**config.mk**
```make
export PLATFORM = sky130hd
export DESIGN_NAME = spi_framer
export DESIGN_NICKNAME = d
export VERILOG_FILES = /design/src/rtl/spi_framer_pkg.sv /design/src/rtl/spi_frame_ram.sv /design/src/rtl/spi_framer.sv
export SDC_FILE = /design/constraint.sdc
export NUM_CORES = 1
export LEC_CHECK = 0
export BUFFER_PORTS_ARGS = -buffer_cell sky130_fd_sc_hd__buf_2
export CAP_MARGIN = 10
export CORE_MARGIN = 2
export CORE_UTILIZATION = 55
export DETAILED_ROUTE_END_ITERATION = 8
export PLACE_DENSITY = 0.78
export SYNTH_ARGS = -nofsm -noshare
export SYNTH_HDL_FRONTEND = slang
export SYNTH_SLANG_ARGS = --single-unit
```
**constraint.sdc**
```tcl
create_clock -name clock -period 3.3 [get_ports clock]
set_input_delay 0.33 -clock clock [delete_from_list [all_inputs] [get_ports clock]]
set_output_delay 0.33 -clock clock [all_outputs]
set_load 0.05 [all_outputs]
```
**src/rtl/spi_framer_pkg.sv**
```systemverilog
// Shared definitions for the SPI framer: FSM state encoding and header byte layout.
package spi_framer_pkg;

  typedef enum logic [1:0] {
    ST_FILL = 2'd0,
    ST_HEAD = 2'd1,
    ST_LEN  = 2'd2,
    ST_BODY = 2'd3
  } state_t;

  // Header byte: bits 7:1 carry the fixed tag, bit 0 says another chunk of this packet follows.
  function automatic logic [7:0] header_byte(input logic [6:0] hdr, input logic more);
    return {hdr, more};
  endfunction

endpackage

```
**src/rtl/spi_frame_ram.sv**
```systemverilog
// Payload buffer for the framer: one synchronous write port and one combinational read port.
module spi_frame_ram #(
  parameter int ABITS = 4
) (
  input  logic             clock,
  input  logic             wr_en,
  input  logic [ABITS-1:0] wr_addr,
  input  logic [7:0]       wr_data,
  input  logic [ABITS-1:0] rd_addr,
  output logic [7:0]       rd_data
);

  logic [7:0] mem [2**ABITS];

  always_ff @(posedge clock) begin
    if (wr_en) mem[wr_addr] <= wr_data;
  end

  assign rd_data = mem[rd_addr];

endmodule

```
**src/rtl/spi_framer.sv**
```systemverilog
// Buffers an AXI-S byte packet in chunks of up to DEPTH bytes and re-emits each chunk
// as a frame: header byte, length byte, then the payload.
module spi_framer
  import spi_framer_pkg::*;
#(
  parameter logic [6:0] HEADER = 7'h23,
  parameter int         ABITS  = 4
) (
  input  logic        clock,
  input  logic        aresetn,
  input  logic        s_tvalid,
  output logic        s_tready,
  input  logic        s_tlast,
  input  logic [7:0]  s_tdata,
  output logic        m_tvalid,
  input  logic        m_tready,
  output logic        m_tlast,
  output logic [7:0]  m_tdata,
  output logic        busy_o,
  output logic [15:0] frames_o
);

  localparam int            DEPTH   = 1 << ABITS;
  localparam int            CW      = ABITS + 1;
  localparam logic [CW-1:0] ONE     = CW'(1);
  localparam logic [CW-1:0] FULL_M1 = CW'(DEPTH - 1);

  state_t           state, state_next;
  logic [CW-1:0]    count, count_next;
  logic             more, more_next;
  logic [ABITS-1:0] idx, idx_next;
  logic             s_tready_next;
  logic             m_tvalid_next, m_tlast_next;
  logic [7:0]       m_tdata_next;
  logic [15:0]      frame_count, frame_count_next;
  logic             in_fire, out_fire;
  logic [ABITS-1:0] rd_addr;
  logic [7:0]       rd_data;

  assign in_fire  = (state == ST_FILL) && s_tvalid && s_tready;
  assign out_fire = m_tvalid && m_tready;
  // Read one byte ahead so the next output byte is ready to load on the current handshake.
  assign rd_addr  = (state == ST_BODY) ? idx + ABITS'(1) : '0;

  spi_frame_ram #(.ABITS(ABITS)) u_ram (
    .clock   (clock),
    .wr_en   (in_fire),
    .wr_addr (count[ABITS-1:0]),
    .wr_data (s_tdata),
    .rd_addr (rd_addr),
    .rd_data (rd_data)
  );

  always_ff @(posedge clock or negedge aresetn) begin
    if (!aresetn) begin
      state       <= ST_FILL;
      count       <= '0;
      more        <= 1'b0;
      idx         <= '0;
      s_tready    <= 1'b0;
      m_tvalid    <= 1'b0;
      m_tlast     <= 1'b0;
      m_tdata     <= '0;
      frame_count <= '0;
    end else begin
      state       <= state_next;
      count       <= count_next;
      more        <= more_next;
      idx         <= idx_next;
      s_tready    <= s_tready_next;
      m_tvalid    <= m_tvalid_next;
      m_tlast     <= m_tlast_next;
      m_tdata     <= m_tdata_next;
      frame_count <= frame_count_next;
    end
  end

  always_comb begin
    state_next       = state;
    count_next       = count;
    more_next        = more;
    idx_next         = idx;
    s_tready_next    = s_tready;
    m_tvalid_next    = m_tvalid;
    m_tlast_next     = m_tlast;
    m_tdata_next     = m_tdata;
    frame_count_next = frame_count;
    case (state)
      ST_FILL: begin
        s_tready_next = 1'b1;
        if (in_fire) begin
          count_next = count + ONE;
          if (s_tlast || (count == FULL_M1)) begin
            more_next     = ~s_tlast;
            state_next    = ST_HEAD;
            s_tready_next = 1'b0;
            m_tvalid_next = 1'b1;
            m_tlast_next  = 1'b0;
            m_tdata_next  = header_byte(HEADER, more_next);
          end
        end
      end
      ST_HEAD: begin
        if (out_fire) begin
          m_tdata_next = 8'(count);
          state_next   = ST_LEN;
        end
      end
      ST_LEN: begin
        if (out_fire) begin
          m_tdata_next = rd_data;
          m_tlast_next = (count == ONE);
          idx_next     = '0;
          state_next   = ST_BODY;
        end
      end
      ST_BODY: begin
        if (out_fire) begin
          if (m_tlast) begin
            state_next       = ST_FILL;
            count_next       = '0;
            more_next        = 1'b0;
            s_tready_next    = 1'b1;
            m_tvalid_next    = 1'b0;
            m_tlast_next     = 1'b0;
            m_tdata_next     = '0;
            frame_count_next = frame_count + 16'd1;
          end else begin
            idx_next     = idx + ABITS'(1);
            m_tdata_next = rd_data;
            m_tlast_next = (({1'b0, idx} + CW'(2)) == count);
          end
        end
      end
      default: state_next = ST_FILL;
    endcase
  end

  assign busy_o   = (state != ST_FILL) || (count != '0);
  assign frames_o = frame_count;

endmodule

```
# == After elaboration in Yosys (flattened, before gate mapping) ==
# Memory sizes are Yosys's and may differ from the RTL's.
# Index checks and enable logic that the tools add are counted.
# word_totals
mem_count,1
latchBits,0
mem_bits_rw,128
in_bits,13
word_cells,87
mem_bits_ro,0
register_bits,38
# classes
multipliers,0
eq_ne,13
magnitude_cmp,0
n_bitwise,1
mux,41
n_shift,0
add_sub_neg,4
div,0
n_reduce_logical,19
# mem_list
memory,words,word_bits,read_ports,rd_ports_with_merged_regs,write_ports,line,source
u_ram.mem,16,8,1,0,1,spi_frame_ram.sv:13,logic [7:0] mem [2**ABITS];
# ops
operator,count
8-bit two-way mux,6
8-bit one-hot mux with 4 select lines,1
16-bit by 1-bit adder with 16-bit output (second input constant),1
4-bit two-way mux,4
1-bit two-way mux,15
5-bit two-way mux,3
5-bit AND reduction,3
2-bit two-way mux,6
2-bit != test (second input constant),6
5-bit one-hot mux with 2 select lines,1
2-bit one-hot mux with 4 select lines,1
4-bit one-hot mux with 2 select lines,1
4-bit AND reduction,2
3-bit AND reduction,2
6-bit AND reduction,1
2-bit nonzero test,3
4-bit by 2-bit adder with 5-bit output (second input constant),1
5-bit by 1-bit adder with 5-bit output (second input constant),1
5-bit by 1-bit == test with 1-bit output (second input constant),1
5-bit by 4-bit == test with 1-bit output (second input constant),1
5-bit == test,1
5-bit nonzero test,1
4-bit by 1-bit adder with 4-bit output (second input constant),1
2-bit == test (second input constant),2
other kinds (9),13

# == Logic depth before layout (Yosys ltp) ==
# An unclocked memory read counts as a cell.
# depth
depth_word,6
depth_mapped,8
ltp_nobuf,8

# == By module ==
# Synthesis repeated with hierarchy kept, for this count alone.
# hier_totals
cells_unflattened,423
hier_area_um2,7113.1
# by_module_without_submodules
module,n_inst,cells_per_inst,area_per_inst_um2,seq_area_each_um2
spi_frame_ram,1,221,4987.3,3843.7
spi_framer,1,202,2125.8,950.9

# == Worst setup path after synthesis ==
# No wires, ideal clock.
# synth_timing
kind,reg-to-reg
start,register count[0]
end,register m_tdata[3]
arrival_time_ns,2.282
period_less_slack_ns,2.357
setup_time_ns,0.074
stages_incl_launch_ff,9
slack_ns,0.943
t_required_ns,3.226
path_cell_list,dfrtp_1 -> ha_1 -> and3_1 -> ha_1 -> o211ai_1 -> a222oi_1 -> or3b_4 -> o221a_2 -> o21ai_2
# synth_via
elab_chain_len,4
# synth_lines
item,line,source
start: declaration,spi_framer.sv:29,"logic [CW-1:0] count, count_next;"
start signal: assignment,spi_framer.sv:67,count <= count_next;
5-bit by 4-bit == test with 1-bit output,spi_framer.sv:93,if (s_tlast || (count == FULL_M1)) begin
1-bit logical OR,spi_framer.sv:93,
2-bit by 1-bit != test with 1-bit output (no line),--,
5-bit AND reduction (no line),--,
end signal: assignment,spi_framer.sv:73,m_tdata <= m_tdata_next;
end: declaration,spi_framer.sv:18,"output logic [7:0] m_tdata,"
# Every way passes these cells.
# A chain may end at the register's enable or synchronous reset.

# == Worst setup path in the final report ==
# layout_timing
start,register count[0]
end,register m_tdata[0]
# layout_via
elab_chain_len,4
word_cells_on_any_way,6
classes_between,eq/ne (2); mux (2); reduce/logical (2)
# layout_lines
item,line
5-bit by 4-bit == test with 1-bit output,spi_framer.sv:93
1-bit logical OR,spi_framer.sv:93
2-bit by 1-bit != test with 1-bit output (no line),--
5-bit AND reduction (no line),--
# Parallel ways exist; a longest one is shown, timed or not. The select of a mux whose other input is x is not followed.

==> impl_metrics.ini <==
[status]
run_status = finished, final reports clean

[timing]
hold_ws_ns = 0.02272
fin_setup_tns_ns = 0
fmax_ghz = 0.3485
setup-violations-final = 0
drv_slew = 0
fin_crit_sh = 0.8696
hold_viol_final = 0
rsz0062_at_grt = no
finClkSkew_ns = 0.006789
worstMarginPinSlew_ns = 0.8705
relSlewSlack = 0.4196
fin_crit_ns = 2.870

[global_routing]
met3_usage = 0.05502
grt_overflow = 0
grt_max_degree = 39
grt-busiest-layer = met2
grt_use_met2 = 0.3605
grt_pass1_wl_um = 25070
antenna_found_initial = 0
grt_pass1_vias = 4415
met1_usage = 0.3399
grt_usage = 0.2399

[worst_setup_path]
start_kind = flip-flop
end_kind = flip-flop
path_class = flip-flop to flip-flop
arrival_ns = 3.23
crit_required_ns = 3.66
crit_fanout = 8

[clock_network]
ctsHoldBuffers = 0
cts_buffer_depth = 2
post_cts_buffers = 0
tritoncts = done
clk_pin_slew_ns = 0.06
h-tree-depth = 4
clk_latency_ns = 0.42
ctsResizeCount = 0
clock-sinks = 166
cts_buffers = 17
root_buffer = clkbuf_16

[power_and_ir_drop]
p_leak_nw = 2.937
internal-power_w = 0.003356
p_switching_w = 0.0007838
p_total_w = 0.004140
comb_power_share = 0.011
switching_share = 0.1893
vdd_drop_max_v = 0.0003110
power_density_mw_per_mm2 = 508.4
pwr-share-clk = 0.445
seqPwrFrac = 0.544

[logic_synthesis]
yosysWarningCount = 0
synth_top_area_frac = 0.5346
synth_sequential_area_ratio = 0.6669
yosys.area.top_type = edfxtp_1
synthTopCellsByArea = edfxtp_1, dfrtp_1, mux4_2
synth_edf_count = 128
syn_nets = 522
synth-seq-cells = 166
synthFlopType = edfxtp_1
syn_area_mm2 = 0.007189
synth.most_common_cell = edfxtp_1
syn_inst = 496
syn_avg_cell_area_um2 = 14.49
synthTopCellsByCount = edfxtp_1, dfrtp_1, nand2_1
synthArstFlopShare = 0.2289
synth_cell_types = 63

[route]
wirelength_um = 15980
route.detailed.drc = 0
vias = 4569
drtIter0Drc = 777
drtPass1Iterations = 5
ant_nets = 0
routed_via_density = 6.267
wl_per_cell_um = 21.91

[floorplan]
start_util = 0.5674
ios = 41
num_rows = 41
core_area_mm2 = 0.01267
dieArea_mm2 = 0.01400
fp.dieH_um = 118.3
die_width_um = 118.3

[layout]
drive_gt1_frac = 0.1795
nFillCells = 934
design_area_mm2 = 0.008143
num_antenna_cells = 0
areaGrowthSynthToFinish_pct = 13.26
final_nets = 570

[place]
place.gp.congestion = 0.9746
dp_hpwl_um = 10680
portBuffers = 40
postPlaceCellArea_mm2 = 0.007595

[flow_run]
drv_cap = 0

[hold_path]
min_path_type = input port to asynchronous set/reset pin
==> final cells by class <==
| cell class | instances | area (um^2) | share of cell area |
|---|---|---|---|
| Clock buffer | 20 | 436.7 | 0.05363 |
| Clock inverter | 12 | 111.4 | 0.01368 |
| Inverter | 16 | 60.06 | 0.007376 |
| Multi-Input combinational cell | 293 | 2250 | 0.2763 |
| Sequential cell | 166 | 4795 | 0.5888 |
| Tap cell | 172 | 215.2 | 0.02643 |
| Timing Repair Buffer | 50 | 275.3 | 0.03380 |
==> stage by stage <==
step                worst slack, ns  cells  utilization
global placement             0.6310    697       0.5994
floorplan                    0.9434    496            -
detailed placement           0.5509    697       0.5994
CTS                          0.5075    729       0.6426
global route                 0.3084    729       0.6426
finish                       0.4302    729       0.6426
==> sequential cells by signal, indices dropped and copies added, names as in the netlist <==
register	flops
u_ram.mem	128
frames_o	16
m_tdata	8
count	5
idx	4
state	2
m_tlast	1
m_tvalid	1
s_tready	1
==> cells by family (layout without fill, tap and decap cells) <==
family / Yosys count / in the layout / synth area share
compound gates: 101 / 101 / 0.09885
xor+xnor: 24 / 24 / 0.02924
fa+ha+maj: 13 / 13 / 0.02262
buf+inv: 37 / 98 / 0.02123
flops: 166 / 166 / 0.6669
mux: 34 / 34 / 0.07205
simple gates: 121 / 121 / 0.08910
==> worst max-delay path: stages, from the launching register on <==
cell and delay [ns]:
dfrtp_1 0.50, ha_1 0.30, and3_1 0.19, ha_1 0.17, o211ai_1 0.14, a222oi_1 0.66
or3b_4 0.48, o21ai_0 0.23, a31o_2 0.14
==> layout by cell type, fill, tap and decap left out, types with 3 or more instances in the layout <==
cell type and instances:
buf_2 40, edfxtp_1 128, o21ai_0 24, nand2_1 31
xnor2_1 14, and3_1 5, a221o_1 3, nor2b_1 4
a221oi_1 10, nor3b_1 3, dfrtp_1 38, xor2_1 9
nand3_1 9, or3_1 4, buf_4 10, nand4_1 6
a211oi_1 4, mux2i_1 18, nor2_1 18, o22ai_1 6
clkbuf_16 17, a21oi_1 15, inv_1 16, nor3_1 8
nand2b_1 4, mux4_2 14, clkbuf_1 3, clkinv_1 3
o211ai_1 5, ha_1 13, and2_1 18, clkinv_2 5
a22oi_1 7
==> routing by layer <==
layer  wire (um)  up-vias  share of wire
met5           0        -              0
met4         407        0          0.025
li1            -     2014              -
met1        6882     2259           0.43
met3        1218       35          0.076
met2        7467      261           0.47
==> power groups by stage <==
stage	Clock [W]	Combinational, W	Sequential [W]
4_1_cts	0.00186	0.0000435	0.00225
3_5_place_dp	0	0.0000435	0.00230
5_1_grt	0.00195	0.0000483	0.00225
6_report	0.00184	0.0000436	0.00225
3_3_place_gp	0	0.0000407	0.00230
2_1_floorplan	0	0.00000115	0.00230
==> final timing paths <==
kind / end / from / slack (ns) / cells past startpoint
hold reg to reg: frames_o[15] / frames_o[15] / 0.46 / 1
max in group asynchronous: count[3] / aresetn / 2.73 / 1
setup reg to reg: m_tdata[0] / count[0] / 0.43 / 8
hold / removal: m_tdata[3] / aresetn / 0.02 / 1
setup / recovery: m_tdata[0] / count[0] / 0.43 / 8
min in group clock: u_ram.mem[6][4] / s_tdata[4] / 0.30 / 1
Power figures use the tool's default switching activity.
